==> src/rtl/stack_op_controller_if.sv <==
// Stack-op request, stack-pointer and data-memory signals of the MEM-stage stack controller.
// The pipeline/environment side uses master; the controller uses slave.
interface stack_op_controller_if;
    logic       op_valid;
    logic [2:0] op_code;
    logic [7:0] push_data;
    logic [7:0] pc_in;
    logic [3:0] flags_in;
    logic [7:0] sp_value;
    logic       sp_update_en;
    logic [7:0] sp_new;
    logic [7:0] mem_addr;
    logic [7:0] mem_wdata;
    logic       mem_we;
    logic       mem_re;
    logic [7:0] mem_rdata;
    logic       busy;
    logic       done;
    logic       fault;
    logic [7:0] pop_data;
    logic [7:0] ret_pc;
    logic [3:0] ret_flags;

    modport master (
        output op_valid, op_code, push_data, pc_in, flags_in, sp_value, mem_rdata,
        input  sp_update_en, sp_new, mem_addr, mem_wdata, mem_we, mem_re,
        input  busy, done, fault, pop_data, ret_pc, ret_flags
    );

    modport slave (
        input  op_valid, op_code, push_data, pc_in, flags_in, sp_value, mem_rdata,
        output sp_update_en, sp_new, mem_addr, mem_wdata, mem_we, mem_re,
        output busy, done, fault, pop_data, ret_pc, ret_flags
    );
endinterface

==> src/rtl/stack_op_controller.sv <==
// Sequences stack-pointer updates and data-memory accesses for PUSH/POP/CALL/RET/INTR/RTI.
// Stack grows down from STACK_TOP; sp_value addresses the next free slot.
//
//  state   | meaning
//  --------+-----------------------------------------------------------
//  IDLE    | waiting for op_valid; latches operands on accept
//  W1      | first write (PUSH data / return PC), SP-1
//  W2      | INTR second write (zero-extended flags), SP-1
//  R1      | first read at SP+1, SP+1
//  R1W     | capture first read word
//  R2      | RTI second read at SP+1, SP+1
//  R2W     | capture RTI return PC
//  DONE    | done pulse
//  FAULT   | done + fault pulse (overflow, underflow, illegal op)
module stack_op_controller #(
    parameter logic [7:0] STACK_TOP   = 8'hFF,
    parameter logic [7:0] STACK_LIMIT = 8'h80
) (
    input  logic               clk,
    input  logic               reset,
    stack_op_controller_if.slave bus
);
    typedef enum logic [3:0] {
        S_IDLE, S_W1, S_W2, S_R1, S_R1W, S_R2, S_R2W, S_DONE, S_FAULT
    } state_t;

    localparam logic [2:0] OP_PUSH = 3'b000;
    localparam logic [2:0] OP_POP  = 3'b001;
    localparam logic [2:0] OP_CALL = 3'b010;
    localparam logic [2:0] OP_RET  = 3'b011;
    localparam logic [2:0] OP_INTR = 3'b100;
    localparam logic [2:0] OP_RTI  = 3'b101;

    state_t     state_q, state_d;
    logic [2:0] op_q, op_d;
    logic [7:0] data_q, data_d;
    logic [7:0] pc_q, pc_d;
    logic [3:0] flags_q, flags_d;
    logic [7:0] pop_data_q, pop_data_d;
    logic [7:0] ret_pc_q, ret_pc_d;
    logic [3:0] ret_flags_q, ret_flags_d;

    logic       mem_we, mem_re, sp_update_en, done, fault, busy;
    logic [7:0] mem_addr, mem_wdata, sp_new;

    always_comb begin
        state_d      = state_q;
        op_d         = op_q;
        data_d       = data_q;
        pc_d         = pc_q;
        flags_d      = flags_q;
        pop_data_d   = pop_data_q;
        ret_pc_d     = ret_pc_q;
        ret_flags_d  = ret_flags_q;
        mem_we       = 1'b0;
        mem_re       = 1'b0;
        sp_update_en = 1'b0;
        mem_addr     = 8'h00;
        mem_wdata    = 8'h00;
        sp_new       = 8'h00;
        done         = 1'b0;
        fault        = 1'b0;
        busy         = 1'b0;

        // Reset blanks every strobe so an aborted op cannot touch memory on the reset edge.
        if (!reset) begin
            busy = (state_q != S_IDLE);
            case (state_q)
                S_IDLE: begin
                    if (bus.op_valid) begin
                        op_d    = bus.op_code;
                        data_d  = bus.push_data;
                        pc_d    = bus.pc_in;
                        flags_d = bus.flags_in;
                        case (bus.op_code)
                            OP_PUSH, OP_CALL, OP_INTR: state_d = S_W1;
                            OP_POP, OP_RET, OP_RTI:    state_d = S_R1;
                            default:                   state_d = S_FAULT;
                        endcase
                    end
                end
                S_W1, S_W2: begin
                    if (bus.sp_value < STACK_LIMIT) begin
                        state_d = S_FAULT;
                    end else begin
                        mem_we       = 1'b1;
                        mem_addr     = bus.sp_value;
                        sp_update_en = 1'b1;
                        sp_new       = bus.sp_value - 8'd1;
                        if (state_q == S_W2) begin
                            mem_wdata = {4'b0000, flags_q};
                            state_d   = S_DONE;
                        end else begin
                            mem_wdata = (op_q == OP_PUSH) ? data_q : pc_q;
                            state_d   = (op_q == OP_INTR) ? S_W2 : S_DONE;
                        end
                    end
                end
                S_R1, S_R2: begin
                    if (bus.sp_value == STACK_TOP) begin
                        state_d = S_FAULT;
                    end else begin
                        mem_re       = 1'b1;
                        mem_addr     = bus.sp_value + 8'd1;
                        sp_update_en = 1'b1;
                        sp_new       = bus.sp_value + 8'd1;
                        state_d      = (state_q == S_R1) ? S_R1W : S_R2W;
                    end
                end
                S_R1W: begin
                    case (op_q)
                        OP_POP:  pop_data_d  = bus.mem_rdata;
                        OP_RET:  ret_pc_d    = bus.mem_rdata;
                        OP_RTI:  ret_flags_d = bus.mem_rdata[3:0];
                        default: ;
                    endcase
                    state_d = (op_q == OP_RTI) ? S_R2 : S_DONE;
                end
                S_R2W: begin
                    ret_pc_d = bus.mem_rdata;
                    state_d  = S_DONE;
                end
                S_DONE: begin
                    done    = 1'b1;
                    state_d = S_IDLE;
                end
                S_FAULT: begin
                    done    = 1'b1;
                    fault   = 1'b1;
                    state_d = S_IDLE;
                end
                default: state_d = S_IDLE;
            endcase
        end
    end

    always_ff @(posedge clk) begin
        if (reset) begin
            state_q     <= S_IDLE;
            op_q        <= 3'b000;
            data_q      <= 8'h00;
            pc_q        <= 8'h00;
            flags_q     <= 4'h0;
            pop_data_q  <= 8'h00;
            ret_pc_q    <= 8'h00;
            ret_flags_q <= 4'h0;
        end else begin
            state_q     <= state_d;
            op_q        <= op_d;
            data_q      <= data_d;
            pc_q        <= pc_d;
            flags_q     <= flags_d;
            pop_data_q  <= pop_data_d;
            ret_pc_q    <= ret_pc_d;
            ret_flags_q <= ret_flags_d;
        end
    end

    assign bus.mem_we       = mem_we;
    assign bus.mem_re       = mem_re;
    assign bus.sp_update_en = sp_update_en;
    assign bus.mem_addr     = mem_addr;
    assign bus.mem_wdata    = mem_wdata;
    assign bus.sp_new       = sp_new;
    assign bus.done         = done;
    assign bus.fault        = fault;
    assign bus.busy         = busy;
    assign bus.pop_data     = pop_data_q;
    assign bus.ret_pc       = ret_pc_q;
    assign bus.ret_flags    = ret_flags_q;
endmodule

==> src/flat_wrapper.sv <==
// flat-port wrapper written by rule: the top's interface ports become plain ports
module stack_op_controller_flat 
#(
    parameter logic [7:0] STACK_TOP   = 8'hFF,
    parameter logic [7:0] STACK_LIMIT = 8'h80
)
  (clk, reset, bus_op_valid, bus_op_code, bus_push_data, bus_pc_in, bus_flags_in, bus_sp_value, bus_mem_rdata, bus_sp_update_en, bus_sp_new, bus_mem_addr, bus_mem_wdata, bus_mem_we, bus_mem_re, bus_busy, bus_done, bus_fault, bus_pop_data, bus_ret_pc, bus_ret_flags);
  stack_op_controller_if bus_i ();
  input  logic clk;
  input  logic reset;
  input wire logic [$bits(bus_i.op_valid)-1:0] bus_op_valid;
  input wire logic [$bits(bus_i.op_code)-1:0] bus_op_code;
  input wire logic [$bits(bus_i.push_data)-1:0] bus_push_data;
  input wire logic [$bits(bus_i.pc_in)-1:0] bus_pc_in;
  input wire logic [$bits(bus_i.flags_in)-1:0] bus_flags_in;
  input wire logic [$bits(bus_i.sp_value)-1:0] bus_sp_value;
  input wire logic [$bits(bus_i.mem_rdata)-1:0] bus_mem_rdata;
  output wire logic [$bits(bus_i.sp_update_en)-1:0] bus_sp_update_en;
  output wire logic [$bits(bus_i.sp_new)-1:0] bus_sp_new;
  output wire logic [$bits(bus_i.mem_addr)-1:0] bus_mem_addr;
  output wire logic [$bits(bus_i.mem_wdata)-1:0] bus_mem_wdata;
  output wire logic [$bits(bus_i.mem_we)-1:0] bus_mem_we;
  output wire logic [$bits(bus_i.mem_re)-1:0] bus_mem_re;
  output wire logic [$bits(bus_i.busy)-1:0] bus_busy;
  output wire logic [$bits(bus_i.done)-1:0] bus_done;
  output wire logic [$bits(bus_i.fault)-1:0] bus_fault;
  output wire logic [$bits(bus_i.pop_data)-1:0] bus_pop_data;
  output wire logic [$bits(bus_i.ret_pc)-1:0] bus_ret_pc;
  output wire logic [$bits(bus_i.ret_flags)-1:0] bus_ret_flags;
  assign bus_i.op_valid = bus_op_valid;
  assign bus_i.op_code = bus_op_code;
  assign bus_i.push_data = bus_push_data;
  assign bus_i.pc_in = bus_pc_in;
  assign bus_i.flags_in = bus_flags_in;
  assign bus_i.sp_value = bus_sp_value;
  assign bus_i.mem_rdata = bus_mem_rdata;
  assign bus_sp_update_en = bus_i.sp_update_en;
  assign bus_sp_new = bus_i.sp_new;
  assign bus_mem_addr = bus_i.mem_addr;
  assign bus_mem_wdata = bus_i.mem_wdata;
  assign bus_mem_we = bus_i.mem_we;
  assign bus_mem_re = bus_i.mem_re;
  assign bus_busy = bus_i.busy;
  assign bus_done = bus_i.done;
  assign bus_fault = bus_i.fault;
  assign bus_pop_data = bus_i.pop_data;
  assign bus_ret_pc = bus_i.ret_pc;
  assign bus_ret_flags = bus_i.ret_flags;
  stack_op_controller #(.STACK_TOP(STACK_TOP), .STACK_LIMIT(STACK_LIMIT)) u_core (.clk(clk), .reset(reset), .bus(bus_i));
endmodule
==> config.mk <==
export PLATFORM = sky130hd
export DESIGN_NAME = stack_op_controller_flat
export DESIGN_NICKNAME = d
export VERILOG_FILES = /design/src/rtl/stack_op_controller_if.sv /design/src/rtl/stack_op_controller.sv /design/src/flat_wrapper.sv
export SDC_FILE = /design/constraint.sdc
export NUM_CORES = 1
export LEC_CHECK = 0
export CORE_UTILIZATION = 49
export DETAILED_ROUTE_END_ITERATION = 8
export GPL_ROUTABILITY_DRIVEN = 0
export PLACE_DENSITY = 0.85
export RECOVER_POWER = 25
export SKIP_CTS_REPAIR_TIMING = 1
export SLEW_MARGIN = 20
export SYNTH_ARGS = -nofsm -noshare
export SYNTH_HDL_FRONTEND = slang
export SYNTH_SLANG_ARGS = --single-unit
export TNS_END_PERCENT = 10
==> constraint.sdc <==
create_clock -name clk -period 2.8 [get_ports clk]
set_input_delay 0.56 -clock clk [delete_from_list [all_inputs] [get_ports clk]]
set_output_delay 0.56 -clock clk [all_outputs]
set_load 0.01 [all_outputs]
# ---- After elaboration in Yosys (flattened, before gate mapping)
# Cells that the tools add are included.
dict set report totals {
  register_bits 47
  input_bits 42
  wordCells 81
}
dict set report op_classes {
  addsub 2
  order_cmp 1
  eq_ne 20
  mux 36
  n_reduce_logical 14
}
# op count
set op_table {}
lappend op_table {{two-way mux 8 bit} 11}
lappend op_table {{case mux 8 bit (2 select lines)} 3}
lappend op_table {{case mux 4 bit (5 select lines)} 1}
lappend op_table {{equality test 4 x 3 -> 1 bit (second input constant)} 4}
lappend op_table {{two-way mux 4 bit} 4}
lappend op_table {{equality test 3 bit (second input constant)} 4}
lappend op_table {{two-way mux 1 bit} 12}
lappend op_table {{equality test 3 x 2 -> 1 bit (second input constant)} 3}
lappend op_table {{adder 8 x 1 -> 8 bit (second input constant)} 1}
lappend op_table {{equality test 4 x 2 -> 1 bit (second input constant)} 2}
lappend op_table {{equality test 8 bit (second input constant)} 1}
lappend op_table {{less-than comparator 8 bit (second input constant)} 1}
lappend op_table {{case mux 4 bit (2 select lines)} 1}
lappend op_table {{AND reduction 2 bit} 4}
lappend op_table {{subtractor 8 x 1 -> 8 bit (second input constant)} 1}
lappend op_table {{equality test 3 x 1 -> 1 bit (second input constant)} 2}
lappend op_table {{logical NOT 3 bit} 2}
lappend op_table {{OR reduction 2 bit} 3}
lappend op_table {{OR reduction 3 bit} 2}
lappend op_table {{equality test 4 x 1 -> 1 bit (second input constant)} 1}
lappend op_table {{equality test 4 bit (second input constant)} 1}
lappend op_table {{logical NOT 4 bit} 1}
lappend op_table {{two-way mux 2 bit} 2}
lappend op_table {{inequality test 2 bit (second input constant)} 2}
lappend op_table {{other kinds (4)} 4}

# ---- Depth between registers and ports, before layout
dict set report logic_depth {
  depth_word 6
  mapped_depth 7
}

# ---- Worst setup path before layout
# No wires, ideal clock.
dict set report synth_timing {
  path_type {input port to output port}
  from {input bus_sp_value[0]}
  to {output bus_sp_new[6]}
  arrival_ns 1.803
  t_required_ns 2.240
  setup_slack_ns 0.437
  path_stages 6
  path_cell_list {inv_1 > ha_1 > or3b_1 > nor3_1 > a21oi_1 > a221oi_1}
}
dict set report synth_via {
  elab_chain_cells 4
  elab_cells_between_ends 8
}
# element line
set synth_lines {}
lappend synth_lines {{from (decl)} flat_wrapper.sv:16} ;# input wire logic [$bits(bus_i.sp_value)-1:0] bus_sp_value;
lappend synth_lines {{adder 8 x 1 -> 8 bit, or another cell as far along} stack_op_controller.sv:106} ;# sp_new = bus.sp_value + 8'd1;
lappend synth_lines {{two-way mux 8 bit, on equally long branches} {stack_op_controller.sv:100, stack_op_controller.sv:83}}
lappend synth_lines {{case mux 8 bit (2 select lines) *} stack_op_controller.sv:68} ;# case (state_q)
lappend synth_lines {{two-way mux 8 bit *} stack_op_controller.sv:66} ;# if (!reset) begin
lappend synth_lines {{to (decl)} flat_wrapper.sv:19} ;# output wire logic [$bits(bus_i.sp_new)-1:0] bus_sp_new;
# Every way passes the cells marked *; elsewhere a longest branch is shown, timed or not.

# ---- Final worst setup path
dict set report layout_timing {
  from {input bus_sp_value[7]}
  to {output bus_mem_wdata[7]}
}
dict set report layout_via {
  elab_chain_cells 4
}
# element line
set layout_lines {}
lappend layout_lines {{less-than comparator 8 bit} stack_op_controller.sv:83} ;# if (bus.sp_value < STACK_LIMIT) begin
lappend layout_lines {{two-way mux 8 bit} stack_op_controller.sv:83}
lappend layout_lines {{two-way mux 8 bit} stack_op_controller.sv:68}
lappend layout_lines {{two-way mux 8 bit} stack_op_controller.sv:66}
lappend layout_lines {{to (decl)} flat_wrapper.sv:21} ;# output wire logic [$bits(bus_i.mem_wdata)-1:0] bus_mem_wdata;
# Every way passes these cells.

==> impl_metrics.json <==
{
  "cp_max_fo": 9,
  "worst-endpoint-arrival_ps": 2510,
  "syn_nets": 365,
  "finalHoldViolCount": 0,
  "synth-seq-area-share_pct": 35.8,
  "placement.io_buffers": 91,
  "synth_area_um2": 2630,
  "fmax_mhz": 325,
  "first_global_vias": 2715,
  "ctsLongestPathBuffers": 2,
  "dp_worst_slack_ps": -490,
  "grt_max_degree": 36,
  "cts-root-buf": "sky130_fd_sc_hd__clkbuf_8",
  "remaining_drc_errors": 0,
  "pin_count": 92,
  "commonest_cells_after_routing_fill_and_taps_aside": "63 x sky130_fd_sc_hd__clkdlybuf4s50_1, 56 x sky130_fd_sc_hd__nand2_1, 47 x sky130_fd_sc_hd__dfxtp_1",
  "dpl.hpwl_mm": 5.38,
  "max_slew.worst_pin.slew_ps": 1660,
  "num_rows": 26,
  "cp_data_required_time_ps": 2240,
  "die_area_um2": 5660,
  "share_of_flip_flops_with_an_asynchronous_set_or_reset_after_synthesis_pct": 0,
  "syn-mean-instance-area_um2": 8.18,
  "worstSkewPairLatency_ps": 300,
  "layout_cells_sized_above_1_pct": 18.2,
  "failed_checks": "capacitance limit, slew limit, setup timing",
  "worst-setup-path-type": "in2out",
  "ys.flop_type": "sky130_fd_sc_hd__dfxtp_1",
  "core_region_area_um2": 5140,
  "tritoncts_buffer_count": 5,
  "static-leakage-power_nw": 1.84,
  "status": "finished with violations",
  "cts_tree": "yes",
  "initial_antenna_violation_count": 0,
  "p_int_w": 0.00160,
  "htree_num_levels": 2,
  "fp.dieW_um": 75.2,
  "routedWlPerCell_um": 16.2,
  "post_layout_nonfiller_instances": 498,
  "start_kind": "input pin",
  "wl_mm": 8.09,
  "yosysWarningCount": 0,
  "share_comb_of_total_power_pct": 47.6,
  "postLayoutCoreUtil_pct": 76.8,
  "clockPowerShare_pct": 20.0,
  "grt_first_pass_wirelength_mm": 12.4,
  "setup_viol": 3,
  "worst-r2r-setup-slack_ps": 260,
  "grt_use_total_pct": 28.6,
  "areaGrowthSynthToFinish_pct": 50.3,
  "fillCellCount": 376,
  "drt.antenna.violating_nets": 0,
  "dieHeight_um": 75.2,
  "layout.nets": 471,
  "fin_worst_skew_ps": 11.9,
  "number_of_flops_mapped_to_enable_cells_by_yosys": 0,
  "vdd_drop_max_v": 0.000633,
  "layout_commonest_cell": "sky130_fd_sc_hd__clkdlybuf4s50_1",
  "floorplan.initialDensity_pct": 51.1,
  "grt_overflow": 0,
  "fin_crit_ps": 3070,
  "endpoint_kind": "output port",
  "seq_power_share_pct": 32.4,
  "hold_class": "reg2reg",
  "grt_setup_unrepaired": "true",
  "first_iter_violations": 138,
  "detailed_route_via_count": 2898,
  "dp_cells": 490,
  "maxSlewViolCount": 9,
  "worst_slack_ps": -273,
  "powerDensity_nw_per_um2": 670,
  "synth.lib_cells_used.distinct": 50,
  "switching_fraction_pct": 39.4,
  "syn-instance-count": 321,
  "path_clk_slew_ps": 80,
  "drt_pre_antenna_iters": 5,
  "max-slew-margin-rel_pct": -11.9,
  "cts.sink_count": 47,
  "via_per_inst": 5.82,
  "final_cycle_utilization_of_the_critical_path_pct": 110,
  "synth.ff_latch_count": 47,
  "antenna_cells": 0,
  "power.net_switching_w": 0.00104,
  "maxCapViolations": 1
}
-- power by group through the flow --
| stage | Sequential [W] | Combinational [W] | Clock (W) |
|---|---|---|---|
| final | 0.000858 | 0.00126 | 0.000530 |
| after global routing | 0.000865 | 0.00136 | 0.000559 |
| after CTS | 0.000854 | 0.00123 | 0.000534 |
| after detailed placement | 0.000866 | 0.00120 | 0 |
| after global placement | 0.000858 | 0.00118 | 0 |
| after floorplan | 0.000852 | 0.000815 | 0 |
-- worst max-delay path, stage by stage --
cell and delay [ps]:
sky130_fd_sc_hd__clkdlybuf4s50_1 500, sky130_fd_sc_hd__nor3b_4 210, sky130_fd_sc_hd__nand2_1 100, sky130_fd_sc_hd__buf_4 200, sky130_fd_sc_hd__nor4_1 340, sky130_fd_sc_hd__clkdlybuf4s50_1 600
-- flip-flops by register name, summed over array words and instances, names as in the netlist --
| signal | count |
|---|---|
| u_core.op_q | 3 |
| u_core.state_q | 4 |
| u_core.pc_q | 8 |
| u_core.data_q | 8 |
| u_core.bus.ret_pc | 8 |
| u_core.bus.pop_data | 8 |
| u_core.bus.ret_flags | 4 |
| u_core.flags_q | 4 |
-- stage by stage --
stage | setup TNS [ps] | cell area, um2 | hold slack (ps) | total power [W]
after detailed placement | -8380 | 3730 | 450 | 0.00207
final | -624 | 3950 | 462 | 0.00265
after floorplan | 0 | 2630 | 436 | 0.00167
after global routing | -984 | 3950 | 488 | 0.00279
after CTS | -8920 | 3850 | 464 | 0.00262
after global placement | -7550 | 3730 | 442 | 0.00204
-- path summary, 6_finish.rpt --
check	start	endpoint	cells after the start
setup reg to reg	u_core.op_q[2]	u_core.bus.ret_pc[0]	4
hold reg to reg	u_core.pc_q[3]	u_core.pc_q[3]	2
setup / recovery	bus_sp_value[7]	bus_mem_wdata[7]	6
hold / removal	u_core.pc_q[3]	u_core.pc_q[3]	2
-- final cells by class --
class	instances	area, um2	share of cell area, %
multi-input combinational	244	1620	41.0
timing repair buffer	126	1170	29.5
sequential	47	941	23.8
tap	70	87.6	2.22
clock buffer	6	82.6	2.09
clock inverter	2	38.8	0.983
inverter	3	11.3	0.285
-- logic make-up (layout without fill, tap and decap cells) --
group / count (synthesis) / after routing / synth area share [%]
and+or+nand+nor: 139 / 139 / 26.8
AOI/OAI and AO/OA: 72 / 72 / 18.4
DFF: 47 / 47 / 35.8
buffers and inverters: 30 / 137 / 6.24
muxes: 29 / 29 / 11.1
adders and majority gates: 2 / 2 / 0.953
xor gates and xnor gates: 2 / 2 / 0.667
-- Yosys cell counts (4+ instances only) --
| library cell | number | area, um2 |
|---|---|---|
| sky130_fd_sc_hd__dfxtp_1 | 47 | 941 |
| sky130_fd_sc_hd__nor2_1 | 34 | 128 |
| sky130_fd_sc_hd__nor4_1 | 4 | 25.0 |
| sky130_fd_sc_hd__a31oi_1 | 4 | 25.0 |
| sky130_fd_sc_hd__nand3_1 | 10 | 50.1 |
| sky130_fd_sc_hd__nand3b_1 | 4 | 30.0 |
| sky130_fd_sc_hd__buf_4 | 6 | 45.0 |
| sky130_fd_sc_hd__mux2i_1 | 29 | 290 |
| sky130_fd_sc_hd__a2111oi_1 | 4 | 40.0 |
| sky130_fd_sc_hd__a21oi_1 | 38 | 190 |
| sky130_fd_sc_hd__clkbuf_1 | 13 | 48.8 |
| sky130_fd_sc_hd__and2_1 | 4 | 25.0 |
| sky130_fd_sc_hd__a311oi_1 | 9 | 78.8 |
| sky130_fd_sc_hd__buf_2 | 5 | 25.0 |
| sky130_fd_sc_hd__nand2b_1 | 5 | 31.3 |
| sky130_fd_sc_hd__nand2_1 | 56 | 210 |
-- routing by layer --
layer / up-vias / GRT usage, % / routed length (um)
met5: - / 0 / 0
met4: 0 / 11.1 / 145
met3: 14 / 7.23 / 588
met2: 136 / 49.4 / 4200
met1: 1385 / 34.2 / 3160
li1: 1363 / - / -
No activity file was read; power rests on OpenSTA's default activity.
